File: config.mk
export PLATFORM = sky130hd
export DESIGN_NAME = mad_out_port_fifo
export DESIGN_NICKNAME = d
export VERILOG_FILES = /design/src/rtl/mad_pkg.sv /design/src/rtl/mad_fifo_mem.sv /design/src/rtl/mad_out_port_fifo.sv
export SDC_FILE = /design/constraint.sdc
export NUM_CORES = 1
export LEC_CHECK = 0
export BUFFER_PORTS_ARGS = -buffer_cell sky130_fd_sc_hd__buf_4
export CAP_MARGIN = 30
export CORE_ASPECT_RATIO = 1.75
export CORE_MARGIN = 10
export CORE_UTILIZATION = 45
export DETAILED_ROUTE_END_ITERATION = 10
export GPL_TIMING_DRIVEN = 1
export PLACE_DENSITY = 0.62
export SYNTH_ARGS = -nofsm -noshare
export SYNTH_HDL_FRONTEND = slang
export SYNTH_SLANG_ARGS = --single-unit
File: constraint.sdc
create_clock -name Clk -period 5.64 [get_ports Clk]
set_input_delay 0.564 -clock Clk [delete_from_list [all_inputs] [get_ports Clk]]
set_output_delay 0.564 -clock Clk [all_outputs]
set_load 0.01 [all_outputs]
File: src/rtl/mad_pkg.sv
// rtl/mad_pkg.sv - shared defaults and helpers for the MAD processor output path
package mad_pkg;

  // Processor Out port word width and default output FIFO depth
  localparam int WORD_W         = 16;
  localparam int OUT_FIFO_DEPTH = 8;

  // Width of the optional dropped-word counter
  localparam int OVF_CNT_W      = 8;

  // Saturating increment for the dropped-word counter
  function automatic logic [OVF_CNT_W-1:0] sat_inc(input logic [OVF_CNT_W-1:0] v);
    if (&v) begin
      return v;
    end
    return v + 1'b1;
  endfunction

endpackage

File: src/rtl/mad_fifo_mem.sv
// rtl/mad_fifo_mem.sv - DEPTH x WIDTH storage, one write port, one asynchronous read port
module mad_fifo_mem #(
  parameter int WIDTH = 16,
  parameter int DEPTH = 8,
  parameter int AW    = $clog2(DEPTH)
) (
  input  logic             Clk,
  input  logic             we_i,
  input  logic [AW-1:0]    waddr_i,
  input  logic [WIDTH-1:0] wdata_i,
  input  logic [AW-1:0]    raddr_i,
  output logic [WIDTH-1:0] rdata_o
);

  logic [WIDTH-1:0] mem_q [DEPTH];

  // Storage is intentionally unreset; only the pointers define what is valid
  always_ff @(posedge Clk) begin
    if (we_i) begin
      mem_q[waddr_i] <= wdata_i;
    end
  end

  assign rdata_o = mem_q[raddr_i];

endmodule

File: src/rtl/mad_out_port_fifo.sv
// rtl/mad_out_port_fifo.sv - processor Out port FIFO; optional MAD_OUT_FIFO_OVF_CNT_EN adds ovf_cnt
module mad_out_port_fifo
  import mad_pkg::*;
#(
  parameter int WIDTH = WORD_W,
  parameter int DEPTH = OUT_FIFO_DEPTH
) (
  input  logic                     Clk,
  input  logic                     Rst,
  input  logic [WIDTH-1:0]         out_data,
  input  logic                     out_we,
  output logic [WIDTH-1:0]         m_data,
  output logic                     m_valid,
  input  logic                     m_ready,
  output logic [$clog2(DEPTH):0]   count,
  output logic                     full,
  output logic                     ovf,
  input  logic                     ovf_clr
`ifdef MAD_OUT_FIFO_OVF_CNT_EN
  ,
  output logic [OVF_CNT_W-1:0]     ovf_cnt
`endif
);

  localparam int AW = $clog2(DEPTH);
  localparam int CW = AW + 1;

  logic [AW-1:0] wr_ptr_q, wr_ptr_d;
  logic [AW-1:0] rd_ptr_q, rd_ptr_d;
  logic [CW-1:0] count_q,  count_d;
  logic          ovf_q,    ovf_d;

  logic pop;
  logic push;
  logic drop;

  assign full    = (count_q == CW'(DEPTH));
  assign m_valid = (count_q != '0);
  assign count   = count_q;
  assign ovf     = ovf_q;

  // A pop frees a slot in the same cycle, so a write at full is still taken
  assign pop  = m_valid && m_ready;
  assign push = out_we && (!full || pop);
  assign drop = out_we && full && !pop;

  mad_fifo_mem #(
    .WIDTH (WIDTH),
    .DEPTH (DEPTH),
    .AW    (AW)
  ) u_mem (
    .Clk     (Clk),
    .we_i    (push),
    .waddr_i (wr_ptr_q),
    .wdata_i (out_data),
    .raddr_i (rd_ptr_q),
    .rdata_o (m_data)
  );

  // Next-state for pointers, occupancy and the sticky overflow flag
  always_comb begin
    wr_ptr_d = wr_ptr_q;
    rd_ptr_d = rd_ptr_q;
    count_d  = count_q;
    ovf_d    = ovf_q;

    // DEPTH is a power of two, so natural pointer overflow is the modulo wrap
    if (push) begin
      wr_ptr_d = wr_ptr_q + 1'b1;
    end
    if (pop) begin
      rd_ptr_d = rd_ptr_q + 1'b1;
    end

    case ({push, pop})
      2'b10:   count_d = count_q + 1'b1;
      2'b01:   count_d = count_q - 1'b1;
      default: count_d = count_q;
    endcase

    // A new overflow takes priority over a coincident clear
    if (drop) begin
      ovf_d = 1'b1;
    end else if (ovf_clr) begin
      ovf_d = 1'b0;
    end
  end

  // State register; reset discards all queued words immediately
  always_ff @(posedge Clk or negedge Rst) begin
    if (!Rst) begin
      wr_ptr_q <= '0;
      rd_ptr_q <= '0;
      count_q  <= '0;
      ovf_q    <= 1'b0;
    end else begin
      wr_ptr_q <= wr_ptr_d;
      rd_ptr_q <= rd_ptr_d;
      count_q  <= count_d;
      ovf_q    <= ovf_d;
    end
  end

`ifdef MAD_OUT_FIFO_OVF_CNT_EN
  logic [OVF_CNT_W-1:0] ovf_cnt_q, ovf_cnt_d;

  // Dropped-word counter, saturating; increment wins over a coincident clear
  always_comb begin
    ovf_cnt_d = ovf_cnt_q;
    if (drop) begin
      ovf_cnt_d = sat_inc(ovf_cnt_q);
    end else if (ovf_clr) begin
      ovf_cnt_d = '0;
    end
  end

  // Dropped-word counter register
  always_ff @(posedge Clk or negedge Rst) begin
    if (!Rst) begin
      ovf_cnt_q <= '0;
    end else begin
      ovf_cnt_q <= ovf_cnt_d;
    end
  end

  assign ovf_cnt = ovf_cnt_q;
`endif

endmodule

# ---- Yosys cells after proc, flatten, opt, wreduce, memory -nomap -nowiden
# Memory sizes are Yosys's and may differ from the RTL's.
# Cells that the tools add are included.
# W data, S select, Z words.
dict set report totals {
  register_bits 11
  ramBits 128
  input_bits 21
  out_inout_bits 23
  wordCells 27
  memories 1
}
dict set report op_classes {
  addsub 4
  eq_ne 3
  mux 5
  n_reduce_logical 10
}
# memory words word_bits rd rd_ports_with_merged_regs wr line_no
set mem_list {}
lappend mem_list {u_mem.mem_q 8 16 1 0 1 mad_fifo_mem.sv:15} ;# logic [WIDTH-1:0] mem_q [DEPTH];
# op n
set ops {}
lappend ops {{$pmux W4 S2} 1}
lappend ops {{$add A3 B1 Y3 const B} 2}
lappend ops {{$add A4 B1 Y4 const B} 1}
lappend ops {{$eq A4 B4 Y1 const B} 1}
lappend ops {{$logic_and A1 B1 Y1} 4}
lappend ops {{$mux W1} 4}
lappend ops {{$reduce_bool A2 Y1} 2}
lappend ops {{$reduce_bool A4 Y1} 1}
lappend ops {{$sub A4 B1 Y4 const B} 1}
lappend ops {{$eq A2 B1 Y1 const B} 1}
lappend ops {{$eq A2 B2 Y1 const B} 1}
lappend ops {{$logic_not A1 Y1} 2}
lappend ops {{$logic_or A1 B1 Y1} 1}

# ---- Depth between registers and ports, before layout
# Gate-level depths: netlist of the first run.
dict set report logic_depth {
  ltp_word 6
  depth_mapped 9
  depth_no_buf 7
}

# ---- Hierarchy
# Synthesis of the first run repeated with hierarchy kept, for this count alone.
dict set report hier_totals {
  hier_cells 254
  hier_area_um2 5624.1
}
# mod n_inst cells_each area_per_inst_um2 seq_area_each_um2
set by_module_without_submodules {}
lappend by_module_without_submodules {mad_fifo_mem 1 198 4973.5 3843.7}
lappend by_module_without_submodules {mad_out_port_fifo 1 56 650.6 275.3}

# ---- Worst setup path before layout of the first run
# Ideal clock, no wire load.
dict set report synth_timing {
  path_type {register to register}
  start {reg count_q[0], in the netlist count[0]}
  end {mem u_mem.mem_q[0][0] (enable)}
  setup_time_ps 409
  arrival_time_ps 2143
  required_time_ps 5231
  setup_slack_ps 3088
  path_stages_with_launch 5
  path_buffers 0
  synth_period_minus_slack_ps 2552
  path_cell_list {dfrtp_1 or3_2 o31a_1 nand2b_1 nor3_1}
}
dict set report synth_between {
  elab_chain_cells 6
  word_cells_on_any_way 8
  cone_classes {eq/ne (1); mux (2); reduce/logical (5)}
}
# element line_no
set synth_lines {}
lappend synth_lines {{start, declared} mad_out_port_fifo.sv:30} ;# logic [CW-1:0] count_q, count_d;
lappend synth_lines {{start signal, assigned} mad_out_port_fifo.sv:99} ;# count_q <= count_d;
lappend synth_lines {{$eq A4 B4 Y1 or $reduce_bool A4 Y1 (tied branches)} {mad_out_port_fifo.sv:37, mad_out_port_fifo.sv:38}}
lappend synth_lines {{$logic_not A1 Y1 or $logic_and A1 B1 Y1 (tied branches)} {mad_out_port_fifo.sv:44, mad_out_port_fifo.sv:43}}
lappend synth_lines {{$logic_or A1 B1 Y1 (*)} mad_out_port_fifo.sv:44} ;# assign push = out_we && (!full || pop);
lappend synth_lines {{$logic_and A1 B1 Y1 (*)} mad_out_port_fifo.sv:44}
lappend synth_lines {{$mux W1 (*)} mad_fifo_mem.sv:19} ;# if (we_i) begin
lappend synth_lines {{$mux W1 (implied by the code) (*)} mad_fifo_mem.sv:20} ;# mem_q[waddr_i] <= wdata_i;
lappend synth_lines {{end, declared} mad_fifo_mem.sv:15}
# Every way passes the cells marked *; elsewhere a longest branch is shown, timed or not.

# ---- Worst setup path in the final report of the first run
dict set report layout_timing {
  start {reg rd_ptr_q[0]}
  end {out m_data[1]}
}
dict set report layout_between {
  elab_chain_cells 1
}
# element line_no
set layout_lines {}
lappend layout_lines {{start, declared} mad_out_port_fifo.sv:29} ;# logic [AW-1:0] rd_ptr_q, rd_ptr_d;
lappend layout_lines {{start signal, assigned} mad_out_port_fifo.sv:98} ;# rd_ptr_q <= rd_ptr_d;
lappend layout_lines {{$mem_v2 Z8 W16} n/a}
lappend layout_lines {{end, declared} mad_out_port_fifo.sv:12} ;# output logic [WIDTH-1:0] m_data,
# No other way between the ends.

==> flow_summary.toml, run 1 <==
[sta]
clock.fmax_mhz = 334
maxSlewHeadroom = 0.347
fin_crit_ps = 2990
setup-violations-final = 0
finalCritPeriodShare = 0.531
final_hold_viol_count = 0
fin_skew_ps = 7.40
tightest_slew_ps = 979
final.setup.tns_ps = 0
rsz0062_at_grt = "no"
final_max_slew_viol_count = 0

[cts]
tritoncts_num_sinks = 139
clock_tree.root_cell = "sky130_fd_sc_hd__clkbuf_16"
ctsHtreeMaxLevel = 4
post_cts_resize_count = 0
postCtsSetupRepairBufs = 0
tritoncts_clock_tree = "yes"
clk_pin_slew_worst_paths_ps = 50
postCtsHoldBufs = 1
worstSkewPairLatency_ps = 400
cts-buffers-inserted = 17
clock_path_buffers = 2

[logic_synthesis]
async_flop_share = 0.0791
yosys-top-cells-area = "sky130_fd_sc_hd__edfxtp_1 71%, sky130_fd_sc_hd__mux4_2 13%, sky130_fd_sc_hd__dfrtp_1 5.1%, sky130_fd_sc_hd__mux2_2 3.5%, sky130_fd_sc_hd__ha_1 0.69%"
synth-simple-area-share = 0.0299
synth_compound_area_frac = 0.0117
synth_top_family_by_area = "multiplexers"
synth.net_count = 275
yosys_most_used_dff = "sky130_fd_sc_hd__edfxtp_1"
synth_largest_type_area_fraction = 0.707
yosys.cell_count.top_type = "sky130_fd_sc_hd__edfxtp_1"
yosys.area_share.xor_xnor = 0.0113
yosysUniqueCellTypes = 33
synth_edf_count = 128
synth_common_cells = "128 x sky130_fd_sc_hd__edfxtp_1, 32 x sky130_fd_sc_hd__mux4_2, 17 x sky130_fd_sc_hd__mux2_2, 11 x sky130_fd_sc_hd__dfrtp_1, 8 x sky130_fd_sc_hd__nor2_1"
synthAdderAreaFrac = 0.00690
ys_seq_elements = 139
number_of_warnings_printed_during_yosys_synthesis = 0
ys_seq_area_frac = 0.757
synth.avg_cell_area_um2 = 21.7
synth_top_area_cell = "sky130_fd_sc_hd__edfxtp_1"
synth_cells = 251
post_synth_mux_area_share = 0.171
post_synth_instance_area_um2 = 5440

[drt]
wire_per_inst_um = 21.7
drt-vias-per-instance = 5.58
postRouteAntennaNets = 0
iteration_count_of_the_initial_detailed_routing_pass = 4
wl_mm = 9.99
route.detailed.drc = 0
drt_iter0_drc = 108
vias = 2573

[setup_path]
rr_worst_depth = 5
cp.required_ps = 5080
worstReg2RegEnd = "u_mem.mem_q[3][5]"
cp_data_arrival_time_ps = 2430
worst-r2r-setup-slack_ps = 3120
r2r_start = "count[1]"
worstSetupEndpointType = "primary output"
crit_path_max_fanout = 28
cp-start-kind = "flip-flop"
worst_setup_path_class = "reg -> out"

[global_routing]
grt_pass1_vias = 2784
first_pass_grt_wire_length_mm = 15.5
grt_max_degree = 35
grt_antenna_before_repair = 0
grt_use_total = 0.128
globalRouteOverflowTotal = 0

[finish]
area_delta_synth_final_pct = 19.9
antenna_cell_count = 0
final_layout_size_suffix_gt1_frac = 0.423
final_net_count = 335
stdcell_count = 461

[flow_run]
cap_violations = 0

[min_path]
timing.hold.worst_endpoint = "ovf"
min_from = "ovf_clr"
hold-path-cell-count = 2
hold_path_class = "in -> reg"

[floorplanning]
die_outline_area_um2 = 17100
dieHeight_um = 165
area_inside_the_core_boundary_um2 = 11900
rows = 53
ios = 44
die_w_um = 103
start_util = 0.456

[placement]
count_of_input_and_output_buffers = 43
post-dp-hpwl_mm = 6.12
gpl.final_weighted_congestion = 0.701
numPlacedInstances = 428

[power_and_ir_drop]
power-per-cell-area_nw_per_um2 = 529
leakagePower_uw = 0.00222
max-vdd-ir-drop_v = 0.000314

[status]
status = "finished, final reports clean"
==> routing by layer <==
| layer | GRT usage | wire length [um] | vias to the layer above |
|---|---|---|---|
| met1 | 0.135 | 3880 | 1354 |
| met2 | 0.224 | 5480 | 57 |
| met3 | 0.0479 | 506 | 8 |
| li1 | - | - | 1154 |
| met4 | 0.0457 | 119 | 0 |
| met5 | 0 | 0 | - |
==> sequential cells by signal (all words and copies together) (netlist names) <==
| register | count |
|---|---|
| u_mem.mem_q | 128 |
| ovf | 1 |
| count | 4 |
| wr_ptr_q | 3 |
| rd_ptr_q | 3 |
==> kinds of logic after synthesis <==
family,count (synthesis)
buffers and inverters,14
XOR/XNOR,7
multiplexers,50
flip-flops,139
AND/OR/NAND/NOR,30
AO/OA/AOI/OAI,8
adder cells (fa/ha/maj),3
==> how the worst max path moves through the flow <==
| stage | startpoint | end | slack (ps) | depth (start not counted) |
|---|---|---|---|---|
| after global routing | rd_ptr_q[0] | m_data[7] | 2480 | 4 |
| after global placement | rd_ptr_q[0] | m_data[1] | 3010 | 4 |
| after detailed placement | rd_ptr_q[0] | m_data[1] | 3000 | 4 |
| after floorplan | count[0] | u_mem.mem_q[0][0] | 3090 | 4 |
| after CTS | rd_ptr_q[0] | m_data[4] | 2550 | 4 |
| final | rd_ptr_q[0] | m_data[1] | 2650 | 4 |
==> layout make-up <==
| type | instances | area [um2] |
|---|---|---|
| Multi-Input combinational cell | 98 | 1260 |
| Inverter | 2 | 7.51 |
| Timing Repair Buffer | 53 | 400 |
| Tap cell | 137 | 171 |
| Fill cell | 943 | 5410 |
| Clock buffer | 18 | 429 |
| Sequential cell | 139 | 4120 |
| Clock inverter | 14 | 130 |
==> critical path: stages, from the launching register on <==
cell	delay [ps]
sky130_fd_sc_hd__dfrtp_2	470
sky130_fd_sc_hd__buf_4	530
sky130_fd_sc_hd__mux4_2	590
sky130_fd_sc_hd__mux2_2	290
sky130_fd_sc_hd__buf_4	140
==> cell usage in the layout, fill, tap and decap left out, types with 2 or more instances in the layout <==
master / n
sky130_fd_sc_hd__buf_4: 52
sky130_fd_sc_hd__bufinv_16: 2
sky130_fd_sc_hd__clkbuf_16: 17
sky130_fd_sc_hd__clkinv_1: 4
sky130_fd_sc_hd__clkinv_2: 3
sky130_fd_sc_hd__clkinv_4: 2
sky130_fd_sc_hd__clkinvlp_4: 3
sky130_fd_sc_hd__dfrtp_1: 9
sky130_fd_sc_hd__dfrtp_2: 2
sky130_fd_sc_hd__edfxtp_1: 128
sky130_fd_sc_hd__ha_1: 3
sky130_fd_sc_hd__inv_1: 2
sky130_fd_sc_hd__mux2_2: 17
sky130_fd_sc_hd__mux4_2: 32
sky130_fd_sc_hd__nand2_1: 5
sky130_fd_sc_hd__nand2b_1: 3
sky130_fd_sc_hd__nand3_1: 3
sky130_fd_sc_hd__nor2_1: 8
sky130_fd_sc_hd__nor3_2: 2
sky130_fd_sc_hd__or2b_2: 2
sky130_fd_sc_hd__xnor2_1: 4
sky130_fd_sc_hd__xor2_1: 3
==> power breakdown <==
group	total, uW	switching, uW	internal (uW)	leakage (uW)
clock	1030	384	642	0.000266
sequential	1470	164	1310	0.00129
combinational	954	407	548	0.000665
total	3450	955	2490	0.00222
==> stage by stage <==
step | power [uW] | utilization | hold slack [ps] | area [um2] | setup slack, ps
after floorplan | 2090 | - | 268 | 5440 | 3090
after global placement | 2470 | 0.499 | 408 | 5950 | 3010
after detailed placement | 2480 | 0.499 | 413 | 5950 | 3000
after CTS | 3510 | 0.546 | 329 | 6520 | 2550
after global routing | 3620 | 0.546 | 337 | 6520 | 2480
final | 3450 | 0.546 | 349 | 6520 | 2650
Note: power is estimated with default switching activity, not from simulation.
==> run 2, diff against run 1 <==
==> constraint.sdc (replaced) <==
create_clock -name Clk -period 2.87 [get_ports Clk]
set_input_delay 0.287 -clock Clk [delete_from_list [all_inputs] [get_ports Clk]]
set_output_delay 0.287 -clock Clk [all_outputs]
set_load 0.01 [all_outputs]
==> flow_summary.toml, run 2 (synthesized netlist as in run 1, its figures left out) <==
[drt]
postRouteAntennaNets = 0
wire_per_inst_um = 22.4
vias = 2553
wl_mm = 10.4
iteration_count_of_the_initial_detailed_routing_pass = 4
drt_iter0_drc = 112
route.detailed.drc = 0
drt-vias-per-instance = 5.50

[setup_path]
crit_chain = "buf_4 > mux4_2 > mux2_2 > buf_4"
worst_setup_path_class = "reg -> out"
highest_delay_cell_along_the_critical_path = "sky130_fd_sc_hd__dfrtp_2"
crit_path_max_fanout = 16
cp.required_ps = 2580
cp-start-kind = "flip-flop"
worst_path_largest_cell_delay_ps = 730
most_frequent_cell_on_critical_path = "sky130_fd_sc_hd__buf_4"
cp_data_arrival_time_ps = 2360
worstSetupEndpointType = "primary output"

[min_path]
hold_path_class = "in -> reg"

[floorplanning]
start_util = 0.456
ios = 44
rows = 53
die_outline_area_um2 = 17100
dieHeight_um = 165
die_w_um = 103
area_inside_the_core_boundary_um2 = 11900

[cts]
tritoncts_clock_tree = "yes"
postCtsSetupRepairBufs = 0
clk_pin_slew_worst_paths_ps = 50
ctsHtreeMaxLevel = 4
clock_path_buffers = 2
post_cts_resize_count = 0
worstSkewPairLatency_ps = 410
cts-buffers-inserted = 17
tritoncts_num_sinks = 139
clock_tree.root_cell = "sky130_fd_sc_hd__clkbuf_16"

[finish]
antenna_cell_count = 0
largest_register_ff_count = 128
mostFrequentLayoutCell = "sky130_fd_sc_hd__edfxtp_1"
final_net_count = 338
registers.top_by_ff_count = "u_mem.mem_q"
stdcell_count = 464
final_cell_mix = "128 x sky130_fd_sc_hd__edfxtp_1, 53 x sky130_fd_sc_hd__buf_4, 32 x sky130_fd_sc_hd__mux4_2"
final_layout_size_suffix_gt1_frac = 0.416
area_delta_synth_final_pct = 19.6

[placement]
gpl.final_weighted_congestion = 0.691
post-dp-hpwl_mm = 6.82
count_of_input_and_output_buffers = 43
pre_cts_slack_ps = 466
numPlacedInstances = 431

[power_and_ir_drop]
leakagePower_uw = 0.00223
max-vdd-ir-drop_v = 0.000595
power-per-cell-area_nw_per_um2 = 1030

[sta]
final_hold_viol_count = 0
setup-violations-final = 0
finalCritPeriodShare = 0.923
final_max_slew_viol_count = 0
clock.fmax_mhz = 377
rsz0062_at_grt = "no"
maxSlewHeadroom = 0.462
finalWorstSetupSlack_ps = 220
holdWs_ps = 62.4
tightest_slew_ps = 804
fin_skew_ps = 4.12
final.setup.tns_ps = 0
fin_crit_ps = 2650

[status]
status = "finished, final reports clean"

[global_routing]
first_pass_grt_wire_length_mm = 16.2
grt_max_degree = 25
grt_use_total = 0.132
globalRouteOverflowTotal = 0
grt_antenna_before_repair = 0
grt_pass1_vias = 2881

[flow_run]
cap_violations = 0
[run 2: layout make-up]
cell class	instances	area [um2]
repair buffers	56	448
multi-input cells	98	1260
fillers	936	5430
inverters	2	7.51
well taps	137	171
flip-flops and latches	139	4120
clock inverters	13	60.1
clock buffers	19	433
[run 2: worst max-delay path: cells and delay by family (launching register included)]
kind / cells / cell delay [ps]
multiplexers: 2 / 780
flip-flops: 1 / 730
buffers and inverters: 2 / 430
[run 2: final timing paths]
kind	startpoint	end	slack [ps]	cells past startpoint
min in group asynchronous	Rst	ovf	260	2
worst min register to register	wr_ptr_q[0]	wr_ptr_q[0]	510	1
worst min-delay path	ovf_clr	ovf	60	2
max in group asynchronous	Rst	rd_ptr_q[0]	2440	2
worst max register to register	count[1]	u_mem.mem_q[3][1]	490	5
worst max-delay path	rd_ptr_q[0]	m_data[13]	220	4
[run 2: metrics by stage]
stage,area (um2),utilization,power (uW)
3_5_place_dp,6000,0.503,4970
3_3_place_gp,6000,0.503,4920
5_1_grt,6500,0.545,7000
6_report,6500,0.545,6670
2_1_floorplan,5440,-,4110
4_1_cts,6500,0.545,6790
[run 2: power by group]
part	leakage [uW]	internal, uW	switching (uW)	total, uW
Clock	0.000245	1070	743	1810
Sequential	0.00130	2570	258	2820
Combinational	0.000688	1130	901	2030
Total	0.00223	4770	1900	6670
[run 2: repair_timing]
action | 4_1_cts | 5_1_grt
endpoints found under the hold margin | 11 | 0
endpoints found under the setup margin | 0 | 0
hold buffers | 1 | 0
[run 2: metal layers]
metal | track usage | routed length, um | vias up
met5 | 0 | 0 | -
li1 | - | - | 1154
met1 | 0.146 | 4020 | 1331
met4 | 0.0521 | 134 | 0
met3 | 0.0416 | 443 | 13
met2 | 0.227 | 5780 | 55
